--- config.mk ---
export PLATFORM = sky130hd
export DESIGN_NAME = float_to_fixed_stream_flat
export DESIGN_NICKNAME = d
export VERILOG_FILES = /design/src/rtl/fp_pkg.sv /design/src/rtl/float_to_fixed_stream_if.sv /design/src/rtl/fixed_round_sat.sv /design/src/rtl/float_to_fixed_stream.sv /design/src/flat_wrapper.sv
export SDC_FILE = /design/constraint.sdc
export NUM_CORES = 1
export LEC_CHECK = 0
export CAP_MARGIN = 10
export CORE_MARGIN = 4
export CORE_UTILIZATION = 35
export DETAILED_ROUTE_END_ITERATION = 10
export SETUP_SLACK_MARGIN = 0.1
export SLEW_MARGIN = 10
export SYNTH_ARGS = -nofsm -noshare
export SYNTH_HDL_FRONTEND = slang
export SYNTH_SLANG_ARGS = --single-unit
--- constraint.sdc ---
create_clock -name clk -period 8.6 [get_ports clk]
set_input_delay 2.15 -clock clk [delete_from_list [all_inputs] [get_ports clk]]
set_output_delay 2.15 -clock clk [all_outputs]
set_load 0.005 [all_outputs]
--- src/rtl/fp_pkg.sv ---
// rtl/fp_pkg.sv - float32 field definitions and unpack helper shared by the IIR chain
//
// Purpose: common float32 view for the IIR, its input converter and the
//          float-to-fixed output stage.
// Contents: float_t, exponent/mantissa constants, fp_class_t, fp_unpacked_t,
//           fp_unpack() (splits a float32 and classifies it; denormals are ZERO).

package fp_pkg;

    typedef logic [31:0] float_t;

    localparam int FP_EXP_BIAS  = 127;
    localparam int FP_MANT_BITS = 23;
    localparam int FP_EXP_MAX   = 255;

    typedef enum logic [1:0] {
        FP_ZERO,
        FP_NORMAL,
        FP_INF,
        FP_NAN
    } fp_class_t;

    typedef struct packed {
        logic        sign;
        logic [7:0]  exp;
        logic [23:0] mant;   // hidden one restored
        fp_class_t   cls;
    } fp_unpacked_t;

    function automatic fp_unpacked_t fp_unpack(input float_t f);
        fp_unpacked_t r;
        r.sign = f[31];
        r.exp  = f[30:23];
        r.mant = {1'b1, f[22:0]};
        if (f[30:23] == 8'd0) begin
            r.cls = FP_ZERO;
        end else if (f[30:23] == 8'(FP_EXP_MAX)) begin
            r.cls = (f[22:0] != 23'd0) ? FP_NAN : FP_INF;
        end else begin
            r.cls = FP_NORMAL;
        end
        return r;
    endfunction

endpackage

--- src/rtl/float_to_fixed_stream_if.sv ---
// rtl/float_to_fixed_stream_if.sv - sample stream bundle for the float-to-fixed stage
//
// Purpose: groups the float32 input stream and the fixed-point output stream.
// Signals: din/din_valid/din_ready   float32 samples into the stage
//          dout/dout_valid/dout_ready fixed-point samples out of the stage
// Modports: slave  - the conversion stage
//           master - the producer/consumer around it

interface float_to_fixed_stream_if #(
    parameter int G_OUT_WIDTH = 24
);
    import fp_pkg::*;

    float_t                 din;
    logic                   din_valid;
    logic                   din_ready;
    logic [G_OUT_WIDTH-1:0] dout;
    logic                   dout_valid;
    logic                   dout_ready;

    modport slave (
        input  din, din_valid, dout_ready,
        output din_ready, dout, dout_valid
    );

    modport master (
        output din, din_valid, dout_ready,
        input  din_ready, dout, dout_valid
    );

endinterface

--- src/rtl/fixed_round_sat.sv ---
// rtl/fixed_round_sat.sv - shift, round-half-even and saturate a mantissa into a signed word
//
// Purpose: combinational second-stage datapath of float_to_fixed_stream.
// Ports: mant  in  24  mantissa with hidden one (0 means a zero result)
//        shift in  10  signed binary-point shift; positive = left
//        sign  in   1  sign applied after rounding
//        value out  W  two's complement result, saturated
//        sat   out  1  result was clipped to MAX or MIN

module fixed_round_sat #(
    parameter int G_OUT_WIDTH = 24
) (
    input  logic [23:0]            mant,
    input  logic signed [9:0]      shift,
    input  logic                   sign,
    output logic [G_OUT_WIDTH-1:0] value,
    output logic                   sat
);

    // Wide enough for a 24-bit mantissa shifted left by up to G_OUT_WIDTH.
    localparam int MAG_W = G_OUT_WIDTH + 25;
    localparam logic [MAG_W-1:0] POS_LIMIT = (MAG_W'(1) << (G_OUT_WIDTH - 1)) - MAG_W'(1);
    localparam logic [MAG_W-1:0] NEG_LIMIT = MAG_W'(1) << (G_OUT_WIDTH - 1);

    logic [MAG_W-1:0] mag;
    logic             ovf;
    logic [9:0]       rshift;
    logic [4:0]       rs;
    logic [24:0]      m25;
    logic [24:0]      kept;
    logic [24:0]      mask;
    logic             guard;
    logic             sticky;

    always_comb begin
        mag    = '0;
        ovf    = 1'b0;
        rshift = '0;
        rs     = '0;
        m25    = {1'b0, mant};
        kept   = '0;
        mask   = '0;
        guard  = 1'b0;
        sticky = 1'b0;
        value  = '0;
        sat    = 1'b0;

        if (!shift[9]) begin
            // Any shift beyond the word width already overflows for a nonzero
            // mantissa; catching it here keeps the shift itself from wrapping.
            if (shift > $signed(10'(G_OUT_WIDTH))) begin
                ovf = (mant != 24'd0);
            end else begin
                mag = MAG_W'(mant) << shift;
            end
        end else begin
            rshift = 10'(-shift);
            // From 26 places on even the guard bit lies above the mantissa.
            if (rshift < 10'd26) begin
                rs     = rshift[4:0];
                kept   = m25 >> rs;
                guard  = m25[rs - 5'd1];
                mask   = (25'd1 << (rs - 5'd1)) - 25'd1;
                sticky = |(m25 & mask);
                mag    = MAG_W'(kept) + MAG_W'(guard & (sticky | kept[0]));
            end
        end

        if (!sign) begin
            if (ovf || mag > POS_LIMIT) begin
                value = {1'b0, {(G_OUT_WIDTH-1){1'b1}}};
                sat   = 1'b1;
            end else begin
                value = mag[G_OUT_WIDTH-1:0];
            end
        end else begin
            // Exactly -2^(W-1) is representable, so only larger magnitudes clip.
            if (ovf || mag > NEG_LIMIT) begin
                value = {1'b1, {(G_OUT_WIDTH-1){1'b0}}};
                sat   = 1'b1;
            end else begin
                // Negating a zero magnitude gives 0, so -0 never appears.
                value = '0 - mag[G_OUT_WIDTH-1:0];
            end
        end
    end

endmodule

--- src/rtl/float_to_fixed_stream.sv ---
// rtl/float_to_fixed_stream.sv - float32 stream to signed fixed-point stream, 2-stage elastic
//
// Purpose: converts the IIR float32 output into Q(W-F).F words for the DAC/I2S
//          path with round-half-to-even, saturation and a saturation counter.
// Ports: clk, reset      clock, synchronous active-high reset
//        enable          0 flushes the pipeline and clears the counter
//        bus (slave)     din/din_valid/din_ready in, dout/dout_valid/dout_ready out
//        sat_clear       synchronous clear of sat_count/sat_flag
//        sat_count       saturated samples handed off, sticks at 0xFFFF
//        sat_flag        sticky saturated-handoff flag

module float_to_fixed_stream
    import fp_pkg::*;
#(
    parameter int G_OUT_WIDTH = 24,
    parameter int G_FRAC_BITS = 23
) (
    input  logic                    clk,
    input  logic                    reset,
    input  logic                    enable,
    float_to_fixed_stream_if.slave  bus,
    input  logic                    sat_clear,
    output logic [15:0]             sat_count,
    output logic                    sat_flag
);

    localparam logic [9:0] EXP_BIAS  = 10'(FP_EXP_BIAS);
    localparam logic [9:0] SHIFT_ADJ = 10'(G_FRAC_BITS - FP_MANT_BITS);
    // Large enough to force overflow in fixed_round_sat for any width.
    localparam logic signed [9:0] INF_SHIFT = 10'sd511;

    logic clr;
    assign clr = reset | ~enable;

    // S1 registers: unpacked sample
    logic                   s1_valid;
    logic                   s1_sign;
    logic [23:0]            s1_mant;
    logic signed [9:0]      s1_shift;

    // S2 registers: finished fixed-point sample
    logic                   s2_valid;
    logic                   s2_sat;
    logic [G_OUT_WIDTH-1:0] s2_data;

    logic s1_accept;
    logic s2_accept;

    assign s2_accept     = ~s2_valid | bus.dout_ready;
    assign s1_accept     = ~s1_valid | s2_accept;
    assign bus.din_ready = s1_accept;
    assign bus.dout      = s2_data;
    assign bus.dout_valid = s2_valid;

    fp_unpacked_t      u;
    logic [23:0]       u_mant;
    logic signed [9:0] u_shift;
    logic signed [9:0] norm_shift;

    assign u = fp_unpack(bus.din);

    // ZERO and NaN become a zero mantissa; INF becomes a forced overflow so
    // the S2 datapath saturates it toward its sign.
    always_comb begin
        u_mant     = 24'd0;
        u_shift    = 10'sd0;
        norm_shift = $signed({2'b00, u.exp} - EXP_BIAS + SHIFT_ADJ);
        case (u.cls)
            FP_NORMAL: begin
                u_mant  = u.mant;
                u_shift = norm_shift;
            end
            FP_INF: begin
                u_mant  = 24'h800000;
                u_shift = INF_SHIFT;
            end
            default: begin
                u_mant  = 24'd0;
                u_shift = 10'sd0;
            end
        endcase
    end

    logic [G_OUT_WIDTH-1:0] rs_value;
    logic                   rs_sat;

    fixed_round_sat #(
        .G_OUT_WIDTH (G_OUT_WIDTH)
    ) u_round_sat (
        .mant  (s1_mant),
        .shift (s1_shift),
        .sign  (s1_sign),
        .value (rs_value),
        .sat   (rs_sat)
    );

    always_ff @(posedge clk) begin
        if (clr) begin
            s1_valid <= 1'b0;
            s1_sign  <= 1'b0;
            s1_mant  <= '0;
            s1_shift <= '0;
            s2_valid <= 1'b0;
            s2_sat   <= 1'b0;
            s2_data  <= '0;
        end else begin
            if (s1_accept) begin
                s1_valid <= bus.din_valid;
                if (bus.din_valid) begin
                    s1_sign  <= u.sign;
                    s1_mant  <= u_mant;
                    s1_shift <= u_shift;
                end
            end
            if (s2_accept) begin
                s2_valid <= s1_valid;
                if (s1_valid) begin
                    s2_data <= rs_value;
                    s2_sat  <= rs_sat;
                end
            end
        end
    end

    // Counted at handoff so samples dropped by a flush never count.
    always_ff @(posedge clk) begin
        if (clr || sat_clear) begin
            sat_count <= '0;
            sat_flag  <= 1'b0;
        end else if (s2_valid && bus.dout_ready && s2_sat) begin
            sat_flag <= 1'b1;
            if (sat_count != 16'hFFFF) begin
                sat_count <= sat_count + 16'd1;
            end
        end
    end

endmodule

--- src/flat_wrapper.sv ---
// flat-port wrapper written by rule: the top's interface ports become plain ports
module float_to_fixed_stream_flat import fp_pkg::*;
#(
    parameter int G_OUT_WIDTH = 24,
    parameter int G_FRAC_BITS = 23
)
  (clk, reset, enable, sat_clear, sat_count, sat_flag, bus_din, bus_din_valid, bus_dout_ready, bus_din_ready, bus_dout, bus_dout_valid);
  float_to_fixed_stream_if #(.G_OUT_WIDTH(G_OUT_WIDTH)) bus_i ();
  input  logic clk;
  input  logic reset;
  input  logic enable;
  input  logic sat_clear;
  output logic [15:0] sat_count;
  output logic sat_flag;
  input wire logic [$bits(bus_i.din)-1:0] bus_din;
  input wire logic [$bits(bus_i.din_valid)-1:0] bus_din_valid;
  input wire logic [$bits(bus_i.dout_ready)-1:0] bus_dout_ready;
  output wire logic [$bits(bus_i.din_ready)-1:0] bus_din_ready;
  output wire logic [$bits(bus_i.dout)-1:0] bus_dout;
  output wire logic [$bits(bus_i.dout_valid)-1:0] bus_dout_valid;
  assign bus_i.din = bus_din;
  assign bus_i.din_valid = bus_din_valid;
  assign bus_i.dout_ready = bus_dout_ready;
  assign bus_din_ready = bus_i.din_ready;
  assign bus_dout = bus_i.dout;
  assign bus_dout_valid = bus_i.dout_valid;
  float_to_fixed_stream #(.G_OUT_WIDTH(G_OUT_WIDTH), .G_FRAC_BITS(G_FRAC_BITS)) u_core (.clk(clk), .reset(reset), .enable(enable), .bus(bus_i), .sat_clear(sat_clear), .sat_count(sat_count), .sat_flag(sat_flag));
endmodule
After elaboration in Yosys (flattened, before gate mapping)

Index checks and enable logic that the tools add are counted.

Logic and storage cells: 67
Bits of input ports: 38
Output and inout bits: 43
Register bits after elaboration: 79

Multiplexer cells: 18
Bitwise operators: 9
Shifts and indexed selects: 3
Reductions and logical operators: 12
Eq/ne operators: 4
Order comparisons: 5
Add/subtract/negate cells: 7

Operators by type and width:

| operator                                                     | count |
|---|---|
| two-way mux 49 bit                                           | 2 |
| two-way mux 24 bit                                           | 3 |
| > comparator 49 x 23 -> 1 bit (second input constant)        | 1 |
| > comparator 49 x 24 -> 1 bit (second input constant)        | 1 |
| left shift 24 x 10 -> 49 bit                                 | 1 |
| one-hot mux 24 bit (2 select lines)                          | 1 |
| adder 25 x 1 -> 26 bit                                       | 1 |
| two-way mux 26 bit                                           | 1 |
| AND 24 x 25 -> 25 bit                                        | 1 |
| OR reduction 25 bit                                          | 1 |
| left shift 1 x 5 -> 25 bit (first input constant)            | 1 |
| >> shifter 24 x 5 -> 25 bit                                  | 1 |
| subtractor 25 x 1 -> 25 bit (second input constant)          | 1 |
| nonzero test 24 bit                                          | 1 |
| subtractor 1 x 24 -> 24 bit (first input constant)           | 1 |
| nonzero test 23 bit                                          | 1 |
| one-hot mux 10 bit (2 select lines)                          | 1 |
| adder 16 x 1 -> 16 bit (second input constant)               | 1 |
| inequality test 16 bit (second input constant)               | 1 |
| > comparator 10 x 6 -> 1 bit (second input constant)         | 1 |
| less-than comparator 10 x 5 -> 1 bit (second input constant) | 1 |
| negator 10 bit                                               | 1 |
| subtractor 8 x 7 -> 9 bit (second input constant)            | 1 |
| == test 8 bit (second input constant)                        | 1 |
| 14 further kinds                                             | 31 |

Longest topological paths before layout

Gate-level depths: netlist (run 1).

Depth in word-level cells: 15
Depth in mapped cells: 33
Gate-level depth less buffers: 25

Cells and area by module

Synthesis (run 1) repeated with hierarchy kept, for this count alone.

Cell total of the unflattened synthesis: 1412
Area, all modules: 10378.7 um^2

By module, submodules not included:

| module                | area each (um^2) | instances | cells each | seq. area each (um^2) |
|---|---|---|---|---|
| fixed_round_sat       | 7021.7           | 1         | 989        | 0.0 |
| float_to_fixed_stream | 3357.0           | 1         | 423        | 1581.5 |

Least setup slack after synthesis (run 1)

No wires, ideal clock.

Kind: register to register
Start: reg u_core.s1_shift[0]
End: reg u_core.s2_data[19], in the netlist u_core.bus.dout[19]
Cell stages (with the launch flop): 31
Data arrival time: 6897 ps
Clock period less this slack: 6967 ps
Data required time: 8530 ps
Path slack: 1633 ps
Library setup time: 70 ps
Path buffers: 9
Cell sequence: dfxtp_1 -> buf_2 -> inv_2 -> buf_2 -> buf_2 -> buf_1 -> ha_1 -> buf_4 -> buf_4 -> or3b_1 -> o2111a_1 -> nor3_1 -> clkbuf_1 -> nand4_1 -> ha_1 -> inv_1 -> a222oi_1 -> nand4_1 -> or4_1 -> nor4_1 -> o2111ai_1 -> o21ai_1 -> ha_1 -> nand2_1 -> and4bb_1 -> buf_2 -> nand2_1 -> o41ai_4 -> buf_6 -> a41oi_2 -> a21oi_1

Longest elaborated chain between the ends: 15
Elaborated cells on any way between the ends: 28
Those cells by class: 5 x add/sub; 4 x order compare; 3 x shift; 10 x mux; 3 x bitwise; 3 x reduce/logical

Ends and longest elaborated chain:

| what                                                                           | RTL line                                     | source |
|---|---|---|
| from (decl)                                                                    | float_to_fixed_stream.sv:39                  | `logic signed [9:0] s1_shift;` |
| from (signal assigned)                                                         | float_to_fixed_stream.sv:112                 | `s1_shift <= u_shift;` |
| negator 10 bit                                                                 | fixed_round_sat.sv:57                        | `rshift = 10'(-shift);` |
| subtractor 5 x 1 -> 5 bit                                                      | fixed_round_sat.sv:62, fixed_round_sat.sv:63 |  |
| left shift 1 x 5 -> 25 bit                                                     | fixed_round_sat.sv:63                        | `mask = (25'd1 << (rs - 5'd1)) - 25'd1;` |
| subtractor 25 x 1 -> 25 bit                                                    | fixed_round_sat.sv:63                        |  |
| AND 24 x 25 -> 25 bit                                                          | fixed_round_sat.sv:64                        | `sticky = \|(m25 & mask);` |
| OR reduction 25 bit                                                            | fixed_round_sat.sv:64                        |  |
| bitwise OR 1 bit                                                               | fixed_round_sat.sv:65                        | `mag = MAG_W'(kept) + MAG_W'(guard & (sticky \| kept[0]));` |
| AND 1 bit                                                                      | fixed_round_sat.sv:65                        |  |
| adder 25 x 1 -> 26 bit                                                         | fixed_round_sat.sv:65                        |  |
| two-way mux 26 bit                                                             | fixed_round_sat.sv:59                        | `if (rshift < 10'd26) begin` |
| two-way mux 49 bit                                                             | fixed_round_sat.sv:48                        | `if (!shift[9]) begin` |
| > comparator 49 x 23 -> 1 bit or > comparator 49 x 24 -> 1 bit (tied branches) | fixed_round_sat.sv:70, fixed_round_sat.sv:78 |  |
| logical OR 1 bit, on equally long branches                                     | fixed_round_sat.sv:70, fixed_round_sat.sv:78 |  |
| two-way mux 24 bit, on equally long branches                                   | fixed_round_sat.sv:70, fixed_round_sat.sv:78 |  |
| two-way mux 24 bit (*)                                                         | fixed_round_sat.sv:69                        | `if (!sign) begin` |
| to (signal assigned)                                                           | float_to_fixed_stream.sv:118                 | `s2_data <= rs_value;` |
| to (decl)                                                                      | float_to_fixed_stream.sv:44                  | `logic [G_OUT_WIDTH-1:0] s2_data;` |

Mark *: on every way between the ends. The rest lies on a longest branch, timed or not. The select of a mux whose other input is x is not followed.
A chain may end at the register's enable or synchronous reset.

Worst setup path in the final report (run 1)

Start: reg u_core.s1_shift[1]
End: reg u_core.s2_data[14], in the netlist u_core.bus.dout[14]

The elaborated chain is that of the path after synthesis.

==> results of run 1 <==
==> report_power, final <==
part / switching, uW / leakage [uW] / internal, uW
clock: 176 / 0.000141 / 205
combinational: 304 / 0.00329 / 171
sequential: 19.7 / 0.000642 / 375
==> flip-flops by register name (all words and copies together), names as in the netlist <==
name                   flops
u_core.bus.dout           24
u_core.bus.dout_valid      1
u_core.s1_mant            24
u_core.s1_shift           10
u_core.s1_sign             1
u_core.s1_valid            1
u_core.s2_sat              1
u_core.sat_count          16
u_core.sat_flag            1
==> layout make-up <==
cell class / instances / area (sq um) / area share
multi-input cells: 1185 / 8170 / 0.701
inverters: 30 / 113 / 0.00966
clock buffers: 9 / 225 / 0.0193
well taps: 390 / 488 / 0.0418
flip-flops and latches: 79 / 1590 / 0.136
repair buffers: 107 / 1000 / 0.0860
clock inverters: 7 / 73.8 / 0.00633
==> layout by cell type (no fill, tap or decap), types with 9 or more instances in the layout <==
cell type / n
or3_1: 13
dfxtp_1: 76
nor2b_1: 12
a21oi_1: 87
nand2_1: 138
nand2b_1: 10
inv_1: 26
o211ai_1: 18
clkbuf_16: 9
and2_1: 13
clkdlybuf4s50_1: 80
nor4_1: 29
o2111ai_1: 11
a221oi_1: 12
o21ai_0: 76
and3_1: 25
mux2i_1: 62
ha_1: 13
o22ai_1: 15
a31oi_1: 19
nor2_1: 159
buf_4: 27
mux2_2: 37
nand3_1: 72
o21ai_1: 10
a211oi_1: 17
xor2_1: 12
nand4_1: 29
nor3_1: 49
o21a_1: 9
xnor2_1: 21
mux4_2: 27
==> cell families after synthesis <==
family                   Yosys count  share of synthesized area
buffers and inverters            165                     0.0747
flip-flops                        79                      0.150
adder cells (fa/ha/maj)           14                     0.0166
XOR/XNOR                          35                     0.0298
AO/OA/AOI/OAI                    400                      0.274
multiplexers                     131                      0.164
AND/OR/NAND/NOR                  605                      0.291
==> Yosys cell counts, types with 14 or more instances <==
cell type  count
a211oi_1      17
a21oi_1       87
a31oi_1       19
and3_1        25
buf_1         16
buf_2         18
clkbuf_1      77
dfxtp_1       79
ha_1          14
inv_1         26
mux2_2        37
mux2i_1       62
mux4_2        27
nand2_1      138
nand3_1       72
nand4_1       29
nor2_1       159
nor3_1        50
nor4_1        29
o211ai_1      18
o21ai_0       76
o22ai_1       15
xnor2_1       21
==> through the flow <==
step	area [sq um]	setup WS (ps)
2_1_floorplan	10500	1630
3_3_place_gp	11400	1300
3_5_place_dp	11400	993
4_1_cts	11700	960
5_1_grt	11700	136
6_report	11700	768
==> worst reg2reg max path, cell delays in order, from the launching register on <==
cell	delay, ps
dfxtp_2	320
inv_1	410
ha_1	690
nand4bb_1	250
o2111a_1	210
nor3_1	760
nand4_1	220
ha_1	520
inv_1	320
a211oi_1	90
o211a_1	210
a2111o_1	350
nor4_1	340
o2111ai_1	350
o21ai_1	410
inv_1	80
ha_1	180
nand3b_1	140
a21oi_1	140
o2111ai_1	110
nor4_1	280
nand4_1	170
o21ai_2	910
o21ai_1	190
o211ai_1	140
==> final timing paths <==
kind / from / to / cells after the start
worst max-delay path: u_core.s1_shift[1] / u_core.bus.dout[14] / 24
worst min-delay path: u_core.bus.dout[0] / u_core.bus.dout[0] / 2
worst max register to register: u_core.s1_shift[1] / u_core.bus.dout[14] / 24
worst min register to register: u_core.bus.dout[0] / u_core.bus.dout[0] / 2
==> layer usage <==
metal,wire [um],GRT usage
met1,17700,0.336
met2,17500,0.354
met3,3570,0.0298
met4,1590,0.0934
met5,0,0
==> results by group, run 1 <==
Run status
  – Status: complete, no violations

Synth
  – Mean post-synth cell area: around 7.4 sq um
  – Post-synth EDFFs: 0
  – Synth top area share: 0.150
  – Syn Inst Count: 1429
  – Share of the yosys chip area belonging to registers: 0.150
  – #FFs+latches synth: approximately 80
  – Syn Nets: 1481
  – Post-synth cell types: about 120
  – Syn. warnings: 0
  – Cell taking the most area after synthesis: dfxtp_1
  – Synth Flop Type: dfxtp_1
  – Synth Cell Area: approximately 11000 sq um
  – Async set or reset register ratio after synthesis: 0
  – Largest cells by area after synthesis: dfxtp_1 (15%), mux2i_1 (5.9%), mux4_2 (5.8%), nor2_1 (5.7%), nand2_1 (4.9%)

Critical path
  – Crit path capture type: register
  – Reg2Reg Setup Slack: 770 ps
  – CP top delay family: compound AO/OA/AOI/OAI gates
  – Startpoint Class: register
  – Largest fanout on the critical path: 23
  – Cell-by-cell trace of the critical path: inv_1 -> ha_1 -> nand4bb_1 -> o2111a_1 -> nor3_1 -> nand4_1 -> ha_1 -> inv_1 -> a211oi_1 -> o211a_1 -> a2111o_1 -> nor4_1 -> o2111ai_1 -> o21ai_1 -> inv_1 -> ha_1 -> nand3b_1 -> a21oi_1 -> o2111ai_1 -> nor4_1 -> nand4_1 -> o21ai_2 -> o21ai_1 -> o211ai_1
  – Setup Crit Path Kind: reg2reg
  – Worst EP arrival: just over 8000 ps
  – Buffers and inverters on the worst path: 3
  – Slowest-stage cell, CP: o21ai_2
  – Max stage delay on crit path: between 900 and 1000 ps
  – WP data required: approximately 9000 ps

Clock network
  – CTS tree: yes
  – Post-CTS sizing: 0
  – Number of buffers created by CTS: 9
  – Longest Clk Path Bufs: 2
  – Clk Latency, worst-skew pair: 340 ps
  – CTS Hold Buffers Added: 0
  – Clock slew at reported path FFs: roughly 70 ps
  – Max H-tree Level: 3
  – CTS root buffer: clkbuf_16
  – Sink Count: 79
  – # Post-CTS Setup Buffers: 0

Timing
  – Clock period minus worst slack: around 7800 ps
  – Hold_ws: approximately 480 ps
  – Clock Skew: about 13 ps
  – Worst-margin pin slew: between 1000 and 1500 ps
  – Slew Viols, Final: 0
  – RSZ-0062 raised after global routing: no
  – Final setup viols: 0
  – Max transition margin: 0.236
  – Tcrit/Tclk final: 0.911
  – F_max: between 100 and 150 MHz
  – Hold Vio Cnt, Final: 0
  – Setup TNS: 0 ps

Cells and area
  – Final std cells w/o fill: between 1500 and 2000
  – Fin util: 0.393
  – Fillers: roughly 3100
  – Share of cells above drive strength 1: 0.119
  – Ant diodes: 0
  – Final-stage net count: 1464
  – Area growth, synth to finish: 10.8%

Placed design
  – Placed cells: about 1800
  – Dpl hpwl: a little under 30000 um
  – I/O Buffers: 80
  – Final Wtd Congestion: around 0.98

Floorplanning
  – Core Area: ~30000 sq um
  – Initial core utilization: 0.355
  – Die height: ~180 um
  – Horiz. Die Dim: ~180 um
  – IO Pins: a little over 80
  – Std cell rows: between 60 and 70
  – Die Area: roughly 33000 sq um

Route
  – Wirelength, routed: roughly 40000 um
  – First-pass iteration count of the detailed router: 6
  – Drt drc: 0
  – Via/cell ratio: 6.49
  – Post-DRT Antenna Nets: 0
  – Initial DRC count: 1330
  – DR vias: approximately 12000
  – Routed WL per cell: approximately 22 um

Job
  – Maxcap violations: 0

Global routing
  – Vias in the first global route: roughly 11000
  – GR Overflow Total: 0
  – Gr usage total: 0.234
  – Largest net degree at the start of global routing: 59
  – First-pass GRT wire length: 63000 um
  – Initial antenna violation count: 0

Worst hold path
  – Min-Delay Path Class: reg2reg

Power and ir drop
  – Leakage power: slightly above 0.004 uW
  – PwrDens: around 110 nW/um^2
  – Power consumption: 1250 uW
  – Worst-case vdd ir drop: 0.0000732 V
No activity file was read; power rests on OpenSTA's default activity.
==> run 2: changes to the inputs <==
CORE_UTILIZATION = 61   (was 35)
CTS_CLUSTER_SIZE = 16   (was unset)
PLACE_DENSITY = 0.83   (was unset)
==> run 2 against run 1 <==
Against the previous run:
- final area is 1.7% lower
- count of clock-buffer cells in the layout stayed put
- non-clock buffer count is 1 higher
- clock skew is 3.1 ps higher
- final cell count is 9.3% lower
- wire length is 2.8% lower
- die area is 41% lower
- worst hold slack better by 5.8 ps
- worst setup slack better by 420 ps
- sequential share of layout area is 0.22 points higher
- register-to-register slack better by 420 ps
- largest cell class unchanged
- largest power group unchanged
- highest routed layer is now met5
==> results by group, run 2 (same netlist as run 1, synthesis figures left out) <==
Run status
  – Status: complete, no violations

Clock network
  – Clk Latency, worst-skew pair: approximately 360 ps
  – Longest Clk Path Bufs: 2
  – CTS Hold Buffers Added: 0
  – Clock slew at reported path FFs: 70 ps
  – Max H-tree Level: 3
  – CTS root buffer: clkbuf_16
  – Number of buffers created by CTS: 9
  – CTS tree: yes
  – Post-CTS sizing: 0
  – Sink Count: 79
  – # Post-CTS Setup Buffers: 0

Global routing
  – Largest net degree at the start of global routing: between 70 and 80
  – Initial antenna violation count: 1
  – Gr usage total: 0.385
  – Vias in the first global route: 11200
  – First-pass GRT wire length: between 60000 and 70000 um
  – GR Overflow Total: 0

Route
  – DR vias: 12200
  – Routed WL per cell: approximately 24 um
  – Via/cell ratio: about 7.4
  – Initial DRC count: about 2000
  – First-pass iteration count of the detailed router: 8
  – Drt drc: 0
  – Post-DRT Antenna Nets: 0
  – Wirelength, routed: 39300 um

Timing
  – Final setup margin: around 1200 ps
  – Clock Skew: 16.4 ps
  – Final setup viols: 0
  – Clock period minus worst slack: about 7400 ps
  – Slew Viols, Final: 0
  – Setup TNS: 0 ps
  – Tcrit/Tclk final: 0.862
  – F_max: approximately 130 MHz
  – RSZ-0062 raised after global routing: no
  – Worst-margin pin slew: 1060 ps
  – Hold Vio Cnt, Final: 0
  – Max transition margin: 0.293

Power and ir drop
  – Worst-case vdd ir drop: 0.000118 V
  – PwrDens: ~110 nW/um^2
  – Leakage power: roughly 0.004 uW

Critical path
  – Crit path capture type: register
  – Startpoint Class: register
  – Setup Crit Path Kind: reg2reg
  – Largest fanout on the critical path: 20
  – WP data required: roughly 8900 ps
  – FF-to-FF path depth: 23
  – Worst EP arrival: around 7700 ps

Floorplanning
  – Std cell rows: 47
  – Die height: approximately 140 um
  – Die Area: just under 20000 sq um
  – Initial core utilization: 0.628
  – Horiz. Die Dim: between 100 and 150 um
  – IO Pins: 81
  – Core Area: 16800 sq um

Worst hold path
  – Hold Crit Depth: 2
  – Min-Delay Path Class: reg2reg

Job
  – Maxcap violations: 0

Cells and area
  – Share of cells above drive strength 1: 0.119
  – Most frequent cells in the layout: nor2_1 (159), nand2_1 (138), a21oi_1 (87)
  – Area growth, synth to finish: 8.97%
  – Fin util: 0.684
  – Post-route cell area: around 11000 sq um
  – Final-stage net count: 1465
  – Commonest non-fill, non-tap cell in the layout: nor2_1

Placed design
  – I/O Buffers: 80
  – Dpl hpwl: about 29000 um
  – Placed cell area: 11200 sq um
  – Worst slack, placed: ~1400 ps
  – Final Wtd Congestion: 1.05
run 2: area by class of cell:
type / instances / area [sq um]
well taps: 220 / 275
clock inverters: 7 / 80.1
repair buffers: 108 / 1010
multi-input cells: 1185 / 8170
flip-flops and latches: 79 / 1580
inverters: 30 / 113
clock buffers: 9 / 225
fillers: 1475 / 5300
diodes: 1 / 2.50
run 2: worst paths after layout:
path,startpoint,endpoint,slack (ps)
max reg2reg,u_core.s1_shift[1],u_core.bus.dout[13],1190
min reg2reg,u_core.bus.dout[0],u_core.bus.dout[0],490
min,u_core.bus.dout[0],u_core.bus.dout[0],490
max,u_core.s1_shift[1],u_core.bus.dout[13],1190
run 2: critical path: stages, from the launching register on:
cell and delay, ps:
dfxtp_1 310, inv_1 40, buf_4 220, ha_1 590
nand2b_1 240, o21ai_0 410, nand2_1 350, nand4_1 200
ha_1 620, inv_1 300, o41a_1 460, a21oi_1 140
o211ai_1 110, nor4_1 270, o2111ai_1 320, o21ai_1 410
ha_1 270, nand2_1 90, and4bb_1 470, nand2_1 140
o41ai_4 710, buf_4 320, o2111a_1 190, o221a_1 160
run 2: power breakdown:
group,internal (uW),switching (uW),leakage [uW]
clock,229,178,0.000148
combinational,172,301,0.00330
sequential,375,22.0,0.000642
run 2: layer usage:
layer | vias to the layer above | GRT usage | wire, um
met5 | - | 0 | 13
met4 | 2 | 0.176 | 2130
met3 | 213 | 0.110 | 5490
met2 | 979 | 0.571 | 16400
met1 | 5587 | 0.517 | 15200
li1 | 5401 | - | -
run 2: through the flow:
stage,power [uW],cells,hold slack (ps)
6_report,1280,1639,486
5_1_grt,1320,1638,513
4_1_cts,1260,1638,488
3_5_place_dp,854,1622,473
3_3_place_gp,851,1622,462
2_1_floorplan,737,1429,463
